--- config.mk ---
export PLATFORM = sky130hd
export DESIGN_NAME = sram_port_arbiter
export DESIGN_NICKNAME = d
export VERILOG_FILES = /design/src/rtl/sram_port_arbiter_pkg.sv /design/src/rtl/sram_access_seq.sv /design/src/rtl/sram_port_arbiter.sv
export SDC_FILE = /design/constraint.sdc
export NUM_CORES = 1
export LEC_CHECK = 0
export ABC_AREA = 1
export BUFFER_PORTS_ARGS = -buffer_cell sky130_fd_sc_hd__clkbuf_2
export CAP_MARGIN = 20
export CORE_MARGIN = 5
export CORE_UTILIZATION = 45
export DETAILED_ROUTE_END_ITERATION = 16
export PLACE_DENSITY = 0.83
export SYNTH_ARGS = -nofsm -noshare
export SYNTH_HDL_FRONTEND = slang
export SYNTH_SLANG_ARGS = --single-unit
--- constraint.sdc ---
create_clock -name clk -period 1.55 [get_ports clk]
set_input_delay 0.0775 -clock clk [delete_from_list [all_inputs] [get_ports clk]]
set_output_delay 0.0775 -clock clk [all_outputs]
set_load 0.05 [all_outputs]
--- src/rtl/sram_port_arbiter_pkg.sv ---
// Shared encodings for the SRAM port arbiter: FSM states, grant codes, wait counter width.
// The round-robin tie-break is built only when SRAM_ARB_ROUND_ROBIN_EN is defined.
package sram_port_arbiter_pkg;

  localparam int unsigned WAIT_W = 3;

  localparam logic [1:0] SRAM_ARB_IDLE = 2'd0;
  localparam logic [1:0] SRAM_ARB_RD   = 2'd1;
  localparam logic [1:0] SRAM_ARB_WR   = 2'd2;
  localparam logic [1:0] SRAM_ARB_DONE = 2'd3;

  typedef logic grant_t;

  localparam grant_t GRANT_IF  = 1'b0;
  localparam grant_t GRANT_MEM = 1'b1;

  function automatic logic [WAIT_W-1:0] wait_init(input int unsigned cycles);
    return WAIT_W'(cycles);
  endfunction

endpackage

--- src/rtl/sram_access_seq.sv ---
// SRAM cycle sequencer: RD/WR/DONE states, wait-state counter and pad strobe drive.
// Works from request fields already latched by the arbiter above it.
module sram_access_seq
  import sram_port_arbiter_pkg::*;
#(
  parameter int unsigned ADDR_W      = 20,
  parameter int unsigned DATA_W      = 32,
  parameter int unsigned WAIT_CYCLES = 1
) (
  input  logic                clk,
  input  logic                rst,
  input  logic                start_i,
  input  logic                start_we_i,
  input  logic                we_i,
  input  logic [ADDR_W-1:0]   addr_i,
  input  logic [DATA_W-1:0]   wdata_i,
  input  logic [DATA_W/8-1:0] sel_i,
  output logic                idle_o,
  output logic                sample_o,
  output logic                done_o,
  output logic [ADDR_W-1:0]   sram_addr_o,
  output logic [DATA_W-1:0]   sram_dq_o,
  output logic                sram_dq_oe_o,
  output logic                sram_ce_n_o,
  output logic                sram_oe_n_o,
  output logic                sram_we_n_o,
  output logic [DATA_W/8-1:0] sram_be_n_o
);

  logic [1:0]        r_state;
  logic [1:0]        w_state_next;
  logic [WAIT_W-1:0] r_cnt;
  logic [WAIT_W-1:0] w_cnt_next;

  always_comb begin
    w_state_next = r_state;
    w_cnt_next   = r_cnt;
    case (r_state)
      SRAM_ARB_IDLE: begin
        if (start_i) begin
          w_state_next = start_we_i ? SRAM_ARB_WR : SRAM_ARB_RD;
          w_cnt_next   = wait_init(WAIT_CYCLES);
        end
      end
      SRAM_ARB_RD, SRAM_ARB_WR: begin
        if (r_cnt == '0) begin
          w_state_next = SRAM_ARB_DONE;
        end else begin
          w_cnt_next = r_cnt - WAIT_W'(1);
        end
      end
      SRAM_ARB_DONE: w_state_next = SRAM_ARB_IDLE;
      default:       w_state_next = SRAM_ARB_IDLE;
    endcase
  end

  always_ff @(posedge clk) begin
    if (rst) begin
      r_state <= SRAM_ARB_IDLE;
      r_cnt   <= '0;
    end else begin
      r_state <= w_state_next;
      r_cnt   <= w_cnt_next;
    end
  end

  // Strobes decode straight from the state so a reset releases them on the very next edge.
  always_comb begin
    sram_ce_n_o  = 1'b1;
    sram_oe_n_o  = 1'b1;
    sram_we_n_o  = 1'b1;
    sram_be_n_o  = '1;
    sram_dq_oe_o = 1'b0;
    case (r_state)
      SRAM_ARB_RD: begin
        sram_ce_n_o = 1'b0;
        sram_oe_n_o = 1'b0;
        sram_be_n_o = '0;
      end
      SRAM_ARB_WR: begin
        sram_ce_n_o  = 1'b0;
        sram_we_n_o  = 1'b0;
        sram_be_n_o  = ~sel_i;
        sram_dq_oe_o = 1'b1;
      end
      SRAM_ARB_DONE: begin
        // Write hold cycle: we_n rises while chip select, data and address stay put.
        if (we_i) begin
          sram_ce_n_o  = 1'b0;
          sram_be_n_o  = ~sel_i;
          sram_dq_oe_o = 1'b1;
        end
      end
      default: ;
    endcase
  end

  assign sram_addr_o = addr_i;
  assign sram_dq_o   = wdata_i;

  assign idle_o   = (r_state == SRAM_ARB_IDLE);
  assign sample_o = (r_state == SRAM_ARB_RD) && (r_cnt == '0);
  assign done_o   = (r_state == SRAM_ARB_DONE);

endmodule

--- src/rtl/sram_port_arbiter.sv ---
// Shares one asynchronous SRAM between the IF and MEM ports; MEM has priority unless
// SRAM_ARB_ROUND_ROBIN_EN is defined, in which case ties alternate starting with MEM.
module sram_port_arbiter
  import sram_port_arbiter_pkg::*;
#(
  parameter int unsigned ADDR_W      = 20,
  parameter int unsigned DATA_W      = 32,
  parameter int unsigned WAIT_CYCLES = 1
) (
  input  logic                clk,
  input  logic                rst,
  input  logic                if_req_i,
  input  logic [31:0]         if_addr_i,
  output logic [DATA_W-1:0]   if_rdata_o,
  output logic                if_ack_o,
  input  logic                mem_req_i,
  input  logic                mem_we_i,
  input  logic [DATA_W/8-1:0] mem_sel_i,
  input  logic [31:0]         mem_addr_i,
  input  logic [DATA_W-1:0]   mem_wdata_i,
  output logic [DATA_W-1:0]   mem_rdata_o,
  output logic                mem_ack_o,
  output logic                stall_req_o,
  output logic [ADDR_W-1:0]   sram_addr_o,
  input  logic [DATA_W-1:0]   sram_dq_i,
  output logic [DATA_W-1:0]   sram_dq_o,
  output logic                sram_dq_oe_o,
  output logic                sram_ce_n_o,
  output logic                sram_oe_n_o,
  output logic                sram_we_n_o,
  output logic [DATA_W/8-1:0] sram_be_n_o
);

  logic w_idle;
  logic w_sample;
  logic w_done;
  logic w_grant_mem;
  logic w_grant_if;
  logic w_start;

  grant_t              r_grant;
  logic                r_we;
  logic [ADDR_W-1:0]   r_addr;
  logic [DATA_W/8-1:0] r_sel;
  logic [DATA_W-1:0]   r_wdata;
  logic [DATA_W-1:0]   r_if_rdata;
  logic [DATA_W-1:0]   r_mem_rdata;

  // Byte-offset bits and bits above the SRAM window are don't-care.
  logic w_unused_addr;
  assign w_unused_addr = ^{if_addr_i[31:ADDR_W+2], if_addr_i[1:0],
                           mem_addr_i[31:ADDR_W+2], mem_addr_i[1:0]};

`ifdef SRAM_ARB_ROUND_ROBIN_EN
  grant_t r_last_grant;

  always_comb begin
    w_grant_mem = 1'b0;
    w_grant_if  = 1'b0;
    if (w_idle) begin
      if (mem_req_i && if_req_i) begin
        w_grant_mem = (r_last_grant == GRANT_IF);
        w_grant_if  = ~w_grant_mem;
      end else begin
        w_grant_mem = mem_req_i;
        w_grant_if  = if_req_i;
      end
    end
  end

  always_ff @(posedge clk) begin
    if (rst) begin
      r_last_grant <= GRANT_IF;
    end else if (w_start) begin
      r_last_grant <= w_grant_mem ? GRANT_MEM : GRANT_IF;
    end
  end
`else
  assign w_grant_mem = w_idle & mem_req_i;
  assign w_grant_if  = w_idle & if_req_i & ~mem_req_i;
`endif

  assign w_start = w_grant_mem | w_grant_if;

  always_ff @(posedge clk) begin
    if (rst) begin
      r_grant <= GRANT_IF;
      r_we    <= 1'b0;
      r_addr  <= '0;
      r_sel   <= '0;
      r_wdata <= '0;
    end else if (w_start) begin
      r_grant <= w_grant_mem ? GRANT_MEM : GRANT_IF;
      r_we    <= w_grant_mem & mem_we_i;
      r_addr  <= w_grant_mem ? mem_addr_i[ADDR_W+1:2] : if_addr_i[ADDR_W+1:2];
      r_sel   <= w_grant_mem ? mem_sel_i : '1;
      r_wdata <= w_grant_mem ? mem_wdata_i : '0;
    end
  end

  always_ff @(posedge clk) begin
    if (rst) begin
      r_if_rdata  <= '0;
      r_mem_rdata <= '0;
    end else if (w_sample) begin
      if (r_grant == GRANT_IF) begin
        r_if_rdata <= sram_dq_i;
      end else begin
        r_mem_rdata <= sram_dq_i;
      end
    end
  end

  sram_access_seq #(
    .ADDR_W      (ADDR_W),
    .DATA_W      (DATA_W),
    .WAIT_CYCLES (WAIT_CYCLES)
  ) u_seq (
    .clk          (clk),
    .rst          (rst),
    .start_i      (w_start),
    .start_we_i   (w_grant_mem & mem_we_i),
    .we_i         (r_we),
    .addr_i       (r_addr),
    .wdata_i      (r_wdata),
    .sel_i        (r_sel),
    .idle_o       (w_idle),
    .sample_o     (w_sample),
    .done_o       (w_done),
    .sram_addr_o  (sram_addr_o),
    .sram_dq_o    (sram_dq_o),
    .sram_dq_oe_o (sram_dq_oe_o),
    .sram_ce_n_o  (sram_ce_n_o),
    .sram_oe_n_o  (sram_oe_n_o),
    .sram_we_n_o  (sram_we_n_o),
    .sram_be_n_o  (sram_be_n_o)
  );

  assign if_ack_o    = w_done & (r_grant == GRANT_IF);
  assign mem_ack_o   = w_done & (r_grant == GRANT_MEM);
  assign if_rdata_o  = r_if_rdata;
  assign mem_rdata_o = r_mem_rdata;
  assign stall_req_o = (if_req_i & ~if_ack_o) | (mem_req_i & ~mem_ack_o);

endmodule

# Word-level counts from Yosys, hierarchy flattened
# Cells that the tools add are included.
dict set report word_totals {
  reg_bits 127
  output_inout_bits 127
}
dict set report op_classes {
  add_sub_neg 1
  n_eq_ne 6
  mux 19
  bitwise 15
  n_reduce_logical 9
}
# operator n
set op_table {}
lappend op_table {{$mux 32} 1}
lappend op_table {{$mux 20} 1}
lappend op_table {{$pmux 4 s3} 1}
lappend op_table {{$and 1x1->1} 8}
lappend op_table {{$mux 4} 2}
lappend op_table {{$mux 2} 3}
lappend op_table {{$mux 3} 2}
lappend op_table {{$pmux 2 s3} 1}
lappend op_table {{$pmux 3 s2} 1}
lappend op_table {{$reduce_and 2->1} 3}
lappend op_table {{$mux 1} 5}
lappend op_table {{$eq 2x2->1 const B} 2}
lappend op_table {{$ne 2x1->1 const B} 2}
lappend op_table {{$not 1->1} 4}
lappend op_table {{$not 4->4} 1}
lappend op_table {{$pmux 1 s2} 2}
lappend op_table {{$logic_not 3->1} 1}
lappend op_table {{$reduce_and 3->1} 1}
lappend op_table {{$sub 3x1->3 const B} 1}
lappend op_table {{$eq 2x1->1 const B} 1}
lappend op_table {{$logic_not 2->1} 1}
lappend op_table {{$ne 2x2->1 const B} 1}
lappend op_table {{$or 1x1->1} 2}
lappend op_table {{$reduce_bool 2->1} 1}
lappend op_table {{other kinds (2)} 2}

# Depth between registers and ports, before layout
# Gate-level depths: netlist of run 1.
dict set report logic_depth {
  depth_word 6
  ltp_mapped 9
  ltp_nobuf 9
}

# Hierarchy
# From an unflattened synthesis of run 1, not the netlist that was laid out.
dict set report unflattened {
  hier_cells 739
  hier_area_um2 5457.7
}
# module n_inst cells_per_inst area_each_um2
set by_module_without_submodules {}
lappend by_module_without_submodules {sram_port_arbiter 1 616 4613.2}
lappend by_module_without_submodules {sram_access_seq 1 123 844.6}

# Worst setup path after synthesis of run 1
# Ideal clock, no wire load.
dict set report synth_timing {
  kind {reg-to-output}
  start {register u_seq.r_state[0]}
  end {output stall_req_o}
  t_arrival_ns 1.952
  setup_slack_ns -0.480
  path_stages_with_launch 5
  n_path_buf 0
  path_cell_list {dfxtp_1 -> ha_1 -> nand2_1 -> inv_1 -> o21ai_0}
}
dict set report synth_via {
  elab_chain_len 5
  elab_cells_between_ends 8
  cone_classes {eq/ne: 1; bitwise: 7}
}
# element line_no
set synth_rtl {}
lappend synth_rtl {{start: declaration} sram_access_seq.sv:30} ;# logic [1:0] r_state;
lappend synth_rtl {{start signal: assignment} sram_access_seq.sv:62} ;# r_state <= w_state_next;
lappend synth_rtl {{$eq 2x2->1} sram_access_seq.sv:103} ;# assign done_o = (r_state == SRAM_ARB_DONE);
lappend synth_rtl {{$and 1x1->1} sram_port_arbiter.sv:140} ;# assign mem_ack_o = w_done & (r_grant == GRANT_MEM);
lappend synth_rtl {{named net mem_ack_o} sram_port_arbiter.sv:22} ;# output logic mem_ack_o,
lappend synth_rtl {{$not 1->1} sram_port_arbiter.sv:143} ;# assign stall_req_o = (if_req_i & ~if_ack_o) | (mem_req_i & ~mem_ack_o);
lappend synth_rtl {{$and 1x1->1} sram_port_arbiter.sv:143}
lappend synth_rtl {{$or 1x1->1} sram_port_arbiter.sv:143}
lappend synth_rtl {{end: declaration} sram_port_arbiter.sv:23} ;# output logic stall_req_o,
# The timed path passes the listed nets, and every way through them passes these cells.

# Worst setup path in the final report of run 1
dict set report layout_timing {
  start {register u_seq.r_state[0]}
  end {output sram_be_n_o[1]}
}
dict set report layout_via {
  elab_chain_len 2
  elab_cells_between_ends 4
  cone_classes {eq/ne: 3; mux: 1}
}
# element line_no
set layout_rtl {}
lappend layout_rtl {{$eq 2x2->1 / $eq 2x1->1 (equally long branches)} sram_access_seq.sv:74} ;# case (r_state)
lappend layout_rtl {{$pmux 4 s3 (*)} sram_access_seq.sv:74}
lappend layout_rtl {{end: declaration} sram_port_arbiter.sv:31} ;# output logic [DATA_W/8-1:0] sram_be_n_o
# Mark *: on every way between the ends. The rest lies on a longest branch, timed or not.

==> results by group, run 1 <==
Logic synthesis
  • Synth Area in Compound Gates: 16.8%
  • Cell with the most instances after synthesis: nand2_1
  • Largest area contributor in the netlist: dfxtp_1
  • Synth Area in Simple Gates: 21.9%
  • Mux cell area share after synthesis: 0%
  • Adder-cell area share of the yosys netlist: 2.00%
  • Synth Flop Type: dfxtp_1
  • Mean Syn Cell Area: 7.41 sq um
  • Ranking of synthesized cells by area: dfxtp_1 51%, nand2_1 11%, nor2_1 9.0%, o21ai_0 8.9%, a21oi_1 7.0%
  • XOR/XNOR Fraction of Synth Area: 0%
  • Register area share after synthesis: 50.8%
  • Main combinational cell family by area after synthesis: simple AND/OR/NAND/NOR gates
  • Seq cells post-synth: 127
  • Post-synthesis cell area: 5000 sq um
  • Net count after synthesis: 820
  • Yosys cell types: 22
  • Synth warn: 0
  • Post-synth top area share: 50.8%
  • Synth async-reset ratio: 0%
  • Synth top cells by count: 144 x nand2_1, 127 x dfxtp_1, 120 x nor2_1
  • Syn Inst Count: 675
  • Number of flops mapped to enable cells by yosys: 0

Power and ir drop
  • Clock power frac: 21.9%
  • Sequential share of power: 26.1%
  • Peak supply drop: 1440 uV
  • Sw Pwr: 8.54 mW
  • Logic gate share of total power: 52.0%
  • Power Density: 2040 nW/um^2
  • Switching share of power: 47.7%
  • Internal power: 9.37 mW
  • Leakage Power: 4.09 nW

Clock tree
  • Maximum buffer depth of the clock tree: 2
  • CTS tree: yes
  • Total CTS buffers: 17
  • CTS HTree Levels: 4
  • Clock root cell: clkbuf_8
  • CTS Sinks: 127
  • Reg clk slew, reported paths: 0.06 ns
  • Latest clock arrival within the worst-skew pair: 0.53 ns

Place
  • GPL Wtd Cong: 0.820
  • Port-buffer cells: 239
  • DP Area: 6380 sq um
  • DP HPWL: 10.2 mm
  • Placed Cells: 1034

Worst setup path
  • Critical Path End Type: primary output
  • Worst setup startpoint: u_seq.r_state[0]
  • Signal arrival time at the worst endpoint: 1.70 ns
  • Worst r2r src: u_seq.r_cnt[0]
  • Worst EP required: 1.47 ns
  • Crit path max fanout: 4
  • CP Class: flop to primary output
  • Critical path launch point type: flop

Min path
  • Hold Path Class: primary input to flop
  • Hold path start: rst

Global routing
  • Largest net degree at the start of global routing: 89
  • Gr usage total: 28.8%
  • Grt met2 use: 50.1%
  • Layer with the highest usage: met2
  • First-pass GRT wire length: 30.3 mm
  • Antenna violations before repair: 0
  • Vias in the first global route: 6167
  • Met1 Use GR: 30.9%
  • GRT overflow: 0
  • Global routing usage on met3: 8.62%

Floorplan
  • Starting density of the core: 45.9%
  • Die Ht: 115 um
  • Die Area: 13300 sq um
  • Placeable Area: 10900 sq um
  • Num ports: 264
  • Die width: 115 um
  • Num rows: 38

Final layout
  • Area of the multi-input gates: 2320 sq um
  • Final instance area: 8800 sq um
  • Share of cells above drive strength 1: 35.4%
  • Seq. cell area: 2550 sq um
  • # nets final: 1185
  • FILL cells: 581
  • Fin cells: 1194
  • P&R area growth vs syn: 75.9%

Outcome
  • Status: finished with violations
  • Failing checks: setup timing

Detailed routing
  • DR WL/cell: 19.3 um
  • Antenna-violating nets left: 0
  • Vias/cell: 5.43
  • # DRC: 0
  • Pre-Repair DR Iteration Count: 5
  • Routed wire length: 23.1 mm
  • Initial DRC count: 638
  • DR vias: 6480

Timing
  • Max Fclk: 563 MHz
  • Measured slew at the worst slew-check pin: 0.432 ns
  • Period utilisation layout: 115%
  • Finish-stage setup viols: 16
  • Final slew viol count: 0
  • Rel. slew slack: 71.2%
  • Hold slack: 0.0957 ns
  • RSZ-0062 raised after global routing: yes
  • Minimum clock period: 1.78 ns
  • Final Hold Vio Count: 0
  • Clk_skew: 0.0111 ns
  • Final worst-path setup slack: -0.226 ns

Job
  • Max Cap Viol: 0
-- cells by family (layout without fill, tap and decap cells) --
family / Yosys count / count (layout)
AOI/OAI and AO/OA: 168 / 168
and+or+nand+nor: 278 / 279
other: 0 / 1
DFF: 127 / 127
buffers and inverters: 94 / 471
adders and majority gates: 8 / 8
-- worst max-delay path: stages (launching register included) --
cell and delay (ns):
dfxtp_2 0.36, inv_2 0.07, ha_4 0.17, buf_6 0.11, a21oi_4 0.19, o21ai_2 0.09, clkbuf_8 0.18
-- per-stage QoR --
stage               util [%]  setup slack, ns  TNS (ns)  power, mW
finish                  80.8           -0.226     -1.66       17.9
global route            80.8           -0.271     -2.94       18.6
CTS                     76.3           -0.183     -1.16       16.5
detailed placement      58.6          0.00996         0       11.8
global placement        58.6           0.0770         0       11.7
floorplan                  -           -0.274     -1.26       10.0
-- routing by layer --
metal	wire length, um	vias up
li1	-	2881
met1	7840	2946
met2	11600	524
met3	2290	129
met4	1360	0
met5	0	-
-- placed cells by master, fill, tap and decap left out, types with 2 or more instances in the layout --
cell / n
clkbuf_2: 228
nand2_1: 142
dfxtp_1: 124
nor2_1: 118
dlygate4sd3_1: 110
a21oi_1: 59
o21ai_0: 49
inv_1: 43
o21ai_1: 27
clkbuf_16: 24
o21ai_2: 19
buf_4: 11
a21oi_2: 10
buf_6: 9
inv_2: 7
clkbuf_8: 7
buf_12: 7
buf_8: 6
nand3_1: 5
ha_4: 5
inv_6: 4
clkinv_2: 4
clkinvlp_4: 4
nand3_4: 3
dfxtp_2: 3
inv_4: 2
nor2_4: 2
nand2_2: 2
o21ai_4: 2
nand2_8: 2
nand3_2: 2
ha_2: 2
bufinv_16: 2
-- area by class of cell --
class,count,share of cell area [%]
clock buffers,19,5.02
inverters,55,2.90
diodes,1,0.0284
multi-input cells,455,26.4
repair inverters,1,0.128
repair buffers,383,33.1
well taps,140,1.99
clock inverters,13,1.55
flip-flops and latches,127,28.9
-- registers in the layout (all words and copies together) (netlist names) --
register,cells
mem_rdata_o,32
u_seq.r_cnt,3
u_seq.r_state,2
r_addr,20
r_we,1
r_sel,4
if_rdata_o,32
r_wdata,32
r_grant,1
-- power by group through the flow --
| stage | Sequential [mW] | Clock (mW) | Combinational, mW |
|---|---|---|---|
| 2_1_floorplan | 7.00 | 0 | 3.01 |
| 3_3_place_gp | 4.56 | 0 | 7.18 |
| 3_5_place_dp | 4.58 | 0 | 7.26 |
| 4_1_cts | 4.54 | 3.91 | 8.02 |
| 5_1_grt | 4.74 | 4.10 | 9.77 |
| 6_report | 4.67 | 3.93 | 9.31 |
-- timing repair --
| action | 4_1_cts | 5_1_grt |
|---|---|---|
| pin swaps | 5 | 6 |
| gates resized for setup | 59 | 97 |
| endpoints found under the hold margin | 123 | 0 |
| setup endpoints to repair | 12 | 78 |
| hold buffers | 110 | 0 |
| buffers inserted | 2 | 4 |
| gates cloned | 0 | 11 |
-- path summary, 6_finish.rpt --
path	to	slack (ns)	cells after the start
worst min register to register	mem_rdata_o[28]	0.45	2
worst min-delay path	u_seq.r_cnt[0]	0.1	5
worst max-delay path	sram_be_n_o[1]	-0.23	6
worst max register to register	mem_rdata_o[13]	-0.04	8
No activity file was read; power rests on OpenSTA's default activity.
==> inputs of run 2 (changes only) <==
--- a/config.mk
+++ b/config.mk
@@ -10,6 +10,7 @@
 export CAP_MARGIN = 20
 export CORE_MARGIN = 5
 export CORE_UTILIZATION = 45
+export CTS_BUF_LIST = sky130_fd_sc_hd__clkbuf_8
 export DETAILED_ROUTE_END_ITERATION = 16
 export PLACE_DENSITY = 0.83
 export SYNTH_ARGS = -nofsm -noshare
==> run 2 against run 1 <==
Against the previous run: the flow still finishes with violations (setup timing); cell area shrank 4.5%; combinational power shrank 3.1%; critical endpoint is now sram_be_n_o[3]; highest routed layer unchanged; largest cell class unchanged; maximum frequency grew 2.3%; count of clock-buffer cells in the layout is the same.
==> results by group, run 2 (same netlist as run 1, synthesis figures left out) <==
Outcome
  • Status: finished with violations (unchanged)
  • Failing checks: setup timing (unchanged)

Final layout
  • Most common cell after layout, fill and taps aside: clkbuf_2 (unchanged)
  • Share of cells above drive strength 1: 32.7% (was 35.4%)
  • # nets final: 1178 (was 1185)
  • Area of the multi-input gates: 2210 sq um (was 2320 sq um)
  • Util after Layout: 77.2% (was 80.8%)
  • Seq. cell area: 2550 sq um (about the same)
  • FILL cells: 657 (was 581)
  • P&R area growth vs syn: 68.0% (was 75.9%)
  • Most frequent cells in the layout: 228 x clkbuf_2, 143 x nand2_1, 125 x dfxtp_1, 117 x nor2_1, 110 x dlygate4sd3_1 (was 228 x clkbuf_2, 142 x nand2_1, 124 x dfxtp_1, 118 x nor2_1, 110 x dlygate4sd3_1)

Detailed routing
  • Vias/cell: 5.21 (was 5.43)
  • Routed wire length: 20.8 mm (was 23.1 mm)
  • Pre-Repair DR Iteration Count: 7 (was 5)
  • DR WL/cell: 17.5 um (was 19.3 um)
  • Antenna-violating nets left: 0 (unchanged)
  • Initial DRC count: 592 (was 638)
  • DR vias: 6198 (was 6480)
  • # DRC: 0 (unchanged)

Timing
  • Minimum clock period: 1.74 ns (was 1.78 ns)
  • Finish-stage setup viols: 8 (was 16)
  • Measured slew at the worst slew-check pin: 0.455 ns (was 0.432 ns)
  • Hold slack: 0.150 ns (was 0.0957 ns)
  • Period utilisation layout: 112% (was 115%)
  • RSZ-0062 raised after global routing: yes (unchanged)
  • Final Hold Vio Count: 0 (unchanged)
  • Rel. slew slack: 69.7% (was 71.2%)
  • Final slew viol count: 0 (unchanged)
  • Final worst-path setup slack: -0.187 ns (was -0.226 ns)
  • Clk_skew: 0.0121 ns (was 0.0111 ns)
  • Max Fclk: 576 MHz (was 563 MHz)

Power and ir drop
  • Final Power: 16.5 mW (was 17.9 mW)
  • Logic gate share of total power: 54.5% (was 52.0%)
  • Leakage Power: 3.93 nW (was 4.09 nW)
  • Power Density: 1970 nW/um^2 (was 2040 nW/um^2)
  • Sequential share of power: 28.0% (was 26.1%)
  • Internal power: 8.40 mW (was 9.37 mW)
  • Peak supply drop: 1450 uV (was 1440 uV)
  • Clock power frac: 17.5% (was 21.9%)
  • Sw Pwr: 8.14 mW (was 8.54 mW)
  • Switching share of power: 49.2% (was 47.7%)

Worst setup path
  • Worst r2r src: u_seq.r_state[0] (was u_seq.r_cnt[0])
  • Crit-path max cell delay: 0.37 ns (was 0.36 ns)
  • Critical path launch point type: flop (unchanged)
  • Critical Path End Type: primary output (unchanged)
  • RR Endpoint: u_seq.r_cnt[0] (was mem_rdata_o[13])
  • CP Class: flop to primary output (unchanged)
  • CP Cell Sequence: buf_6 -> ha_4 -> a21oi_4 -> o21ai_2 -> buf_8 (was inv_2 -> ha_4 -> buf_6 -> a21oi_4 -> o21ai_2 -> clkbuf_8)
  • Slowest cell on crit path: dfxtp_4 (was dfxtp_2)
  • Signal arrival time at the worst endpoint: 1.66 ns (was 1.70 ns)
  • Crit path max fanout: 4 (unchanged)
  • R2R cell count: 7 (was 8)
  • Worst EP required: 1.47 ns (about the same)
  • R2R Setup Slk: -0.03 ns (was -0.04 ns)
  • Buffers & Inverters on Critical Path: 2 (was 3)
  • Top Family by Delay on Critical Path: flip-flops (unchanged)

Floorplan
  • Die width: 115 um (unchanged)
  • Die Area: 13300 sq um (unchanged)
  • Die Ht: 115 um (unchanged)
  • Starting density of the core: 45.9% (unchanged)
  • Num ports: 264 (unchanged)
  • Num rows: 38 (unchanged)
  • Placeable Area: 10900 sq um (unchanged)

Min path
  • Hold Path Class: primary input to flop (unchanged)
  • Hold-critical path endpoint: u_seq.r_cnt[1] (was u_seq.r_cnt[0])
  • Hold path start: rst (unchanged)
  • Hold Path Stages: 5 (unchanged)

Clock tree
  • Total CTS buffers: 17 (unchanged)
  • Reg clk slew, reported paths: 0.08 ns (was 0.06 ns)
  • CTS Sinks: 127 (unchanged)
  • CTS HTree Levels: 4 (unchanged)
  • Clock root cell: clkbuf_8 (unchanged)
  • Latest clock arrival within the worst-skew pair: 0.45 ns (was 0.53 ns)
  • CTS tree: yes (unchanged)
  • Maximum buffer depth of the clock tree: 2 (unchanged)

Global routing
  • Gr usage total: 28.4% (was 28.8%)
  • First-pass GRT wire length: 29.7 mm (was 30.3 mm)
  • Vias in the first global route: 6156 (was 6167)
  • Antenna violations before repair: 1 (was 0)
  • Largest net degree at the start of global routing: 89 (unchanged)
  • GRT overflow: 0 (unchanged)

Place
  • GPL Wtd Cong: 0.820 (unchanged)
  • Port-buffer cells: 239 (unchanged)
  • DP HPWL: 10.2 mm (unchanged)

Job
  • Max Cap Viol: 0 (unchanged)
[run 2: routing by layer]
| metal | vias up | wire, um | GRT usage [%] |
|---|---|---|---|
| li1 | 2857 | - | - |
| met1 | 2816 | 7360 | 29.6 |
| met2 | 420 | 10300 | 48.9 |
| met3 | 105 | 1960 | 8.77 |
| met4 | 0 | 1190 | 19.0 |
| met5 | - | 0 | 0 |
[run 2: worst max path at each step]
stage                           from             end  slack, ns  depth (start not counted)
CTS                 u_seq.r_state[1]  sram_be_n_o[2]      -0.12                          6
finish              u_seq.r_state[1]  sram_be_n_o[3]      -0.19                          5
floorplan           u_seq.r_state[0]  sram_be_n_o[0]      -0.27                          4
detailed placement  u_seq.r_state[1]     r_wdata[19]       0.01                          7
global placement    u_seq.r_state[0]     r_wdata[28]       0.08                          7
global route        u_seq.r_state[1]  sram_be_n_o[3]      -0.25                          5
[run 2: tightest hold or removal path, delay by kind of cell]
family                 cells  cell delay (ns)
buffers and inverters      3             0.32
and+or+nand+nor            2             0.14
[run 2: metrics by stage]
step                setup slack [ns]  cell area [sq um]  cells  setup TNS (ns)
floorplan                     -0.274               5000    675           -1.26
global placement              0.0770               6380   1034               0
detailed placement           0.00996               6380   1034               0
CTS                           -0.116               8080   1178          -0.632
global route                  -0.252               8400   1187           -1.70
finish                        -0.187               8410   1189           -1.07
[run 2: what timing repair did]
item,in CTS,in global routing
pin swaps,5,5
resized for setup,52,59
gates cloned,0,5
hold buffers,110,0
buffers inserted,2,3
hold endpoints to repair,122,0
endpoints found under the setup margin,12,74
[run 2: power by group through the flow]
stage / Sequential (mW) / Combinational (mW) / Clock [mW]
finish: 4.62 / 9.02 / 2.89
global route: 4.70 / 9.48 / 3.08
CTS: 4.53 / 7.96 / 2.92
detailed placement: 4.58 / 7.26 / 0
global placement: 4.56 / 7.18 / 0
floorplan: 7.00 / 3.01 / 0
[run 2: final cells by class]
| type | instances | share of cell area (%) |
|---|---|---|
| inverter | 55 | 3.01 |
| tap | 140 | 2.08 |
| sequential | 127 | 30.3 |
| multi-input combinational | 454 | 26.3 |
| clock inverter | 13 | 1.62 |
| timing repair buffer | 377 | 33.3 |
| clock buffer | 19 | 3.11 |
| antenna | 3 | 0.0893 |
| timing repair inverter | 1 | 0.134 |
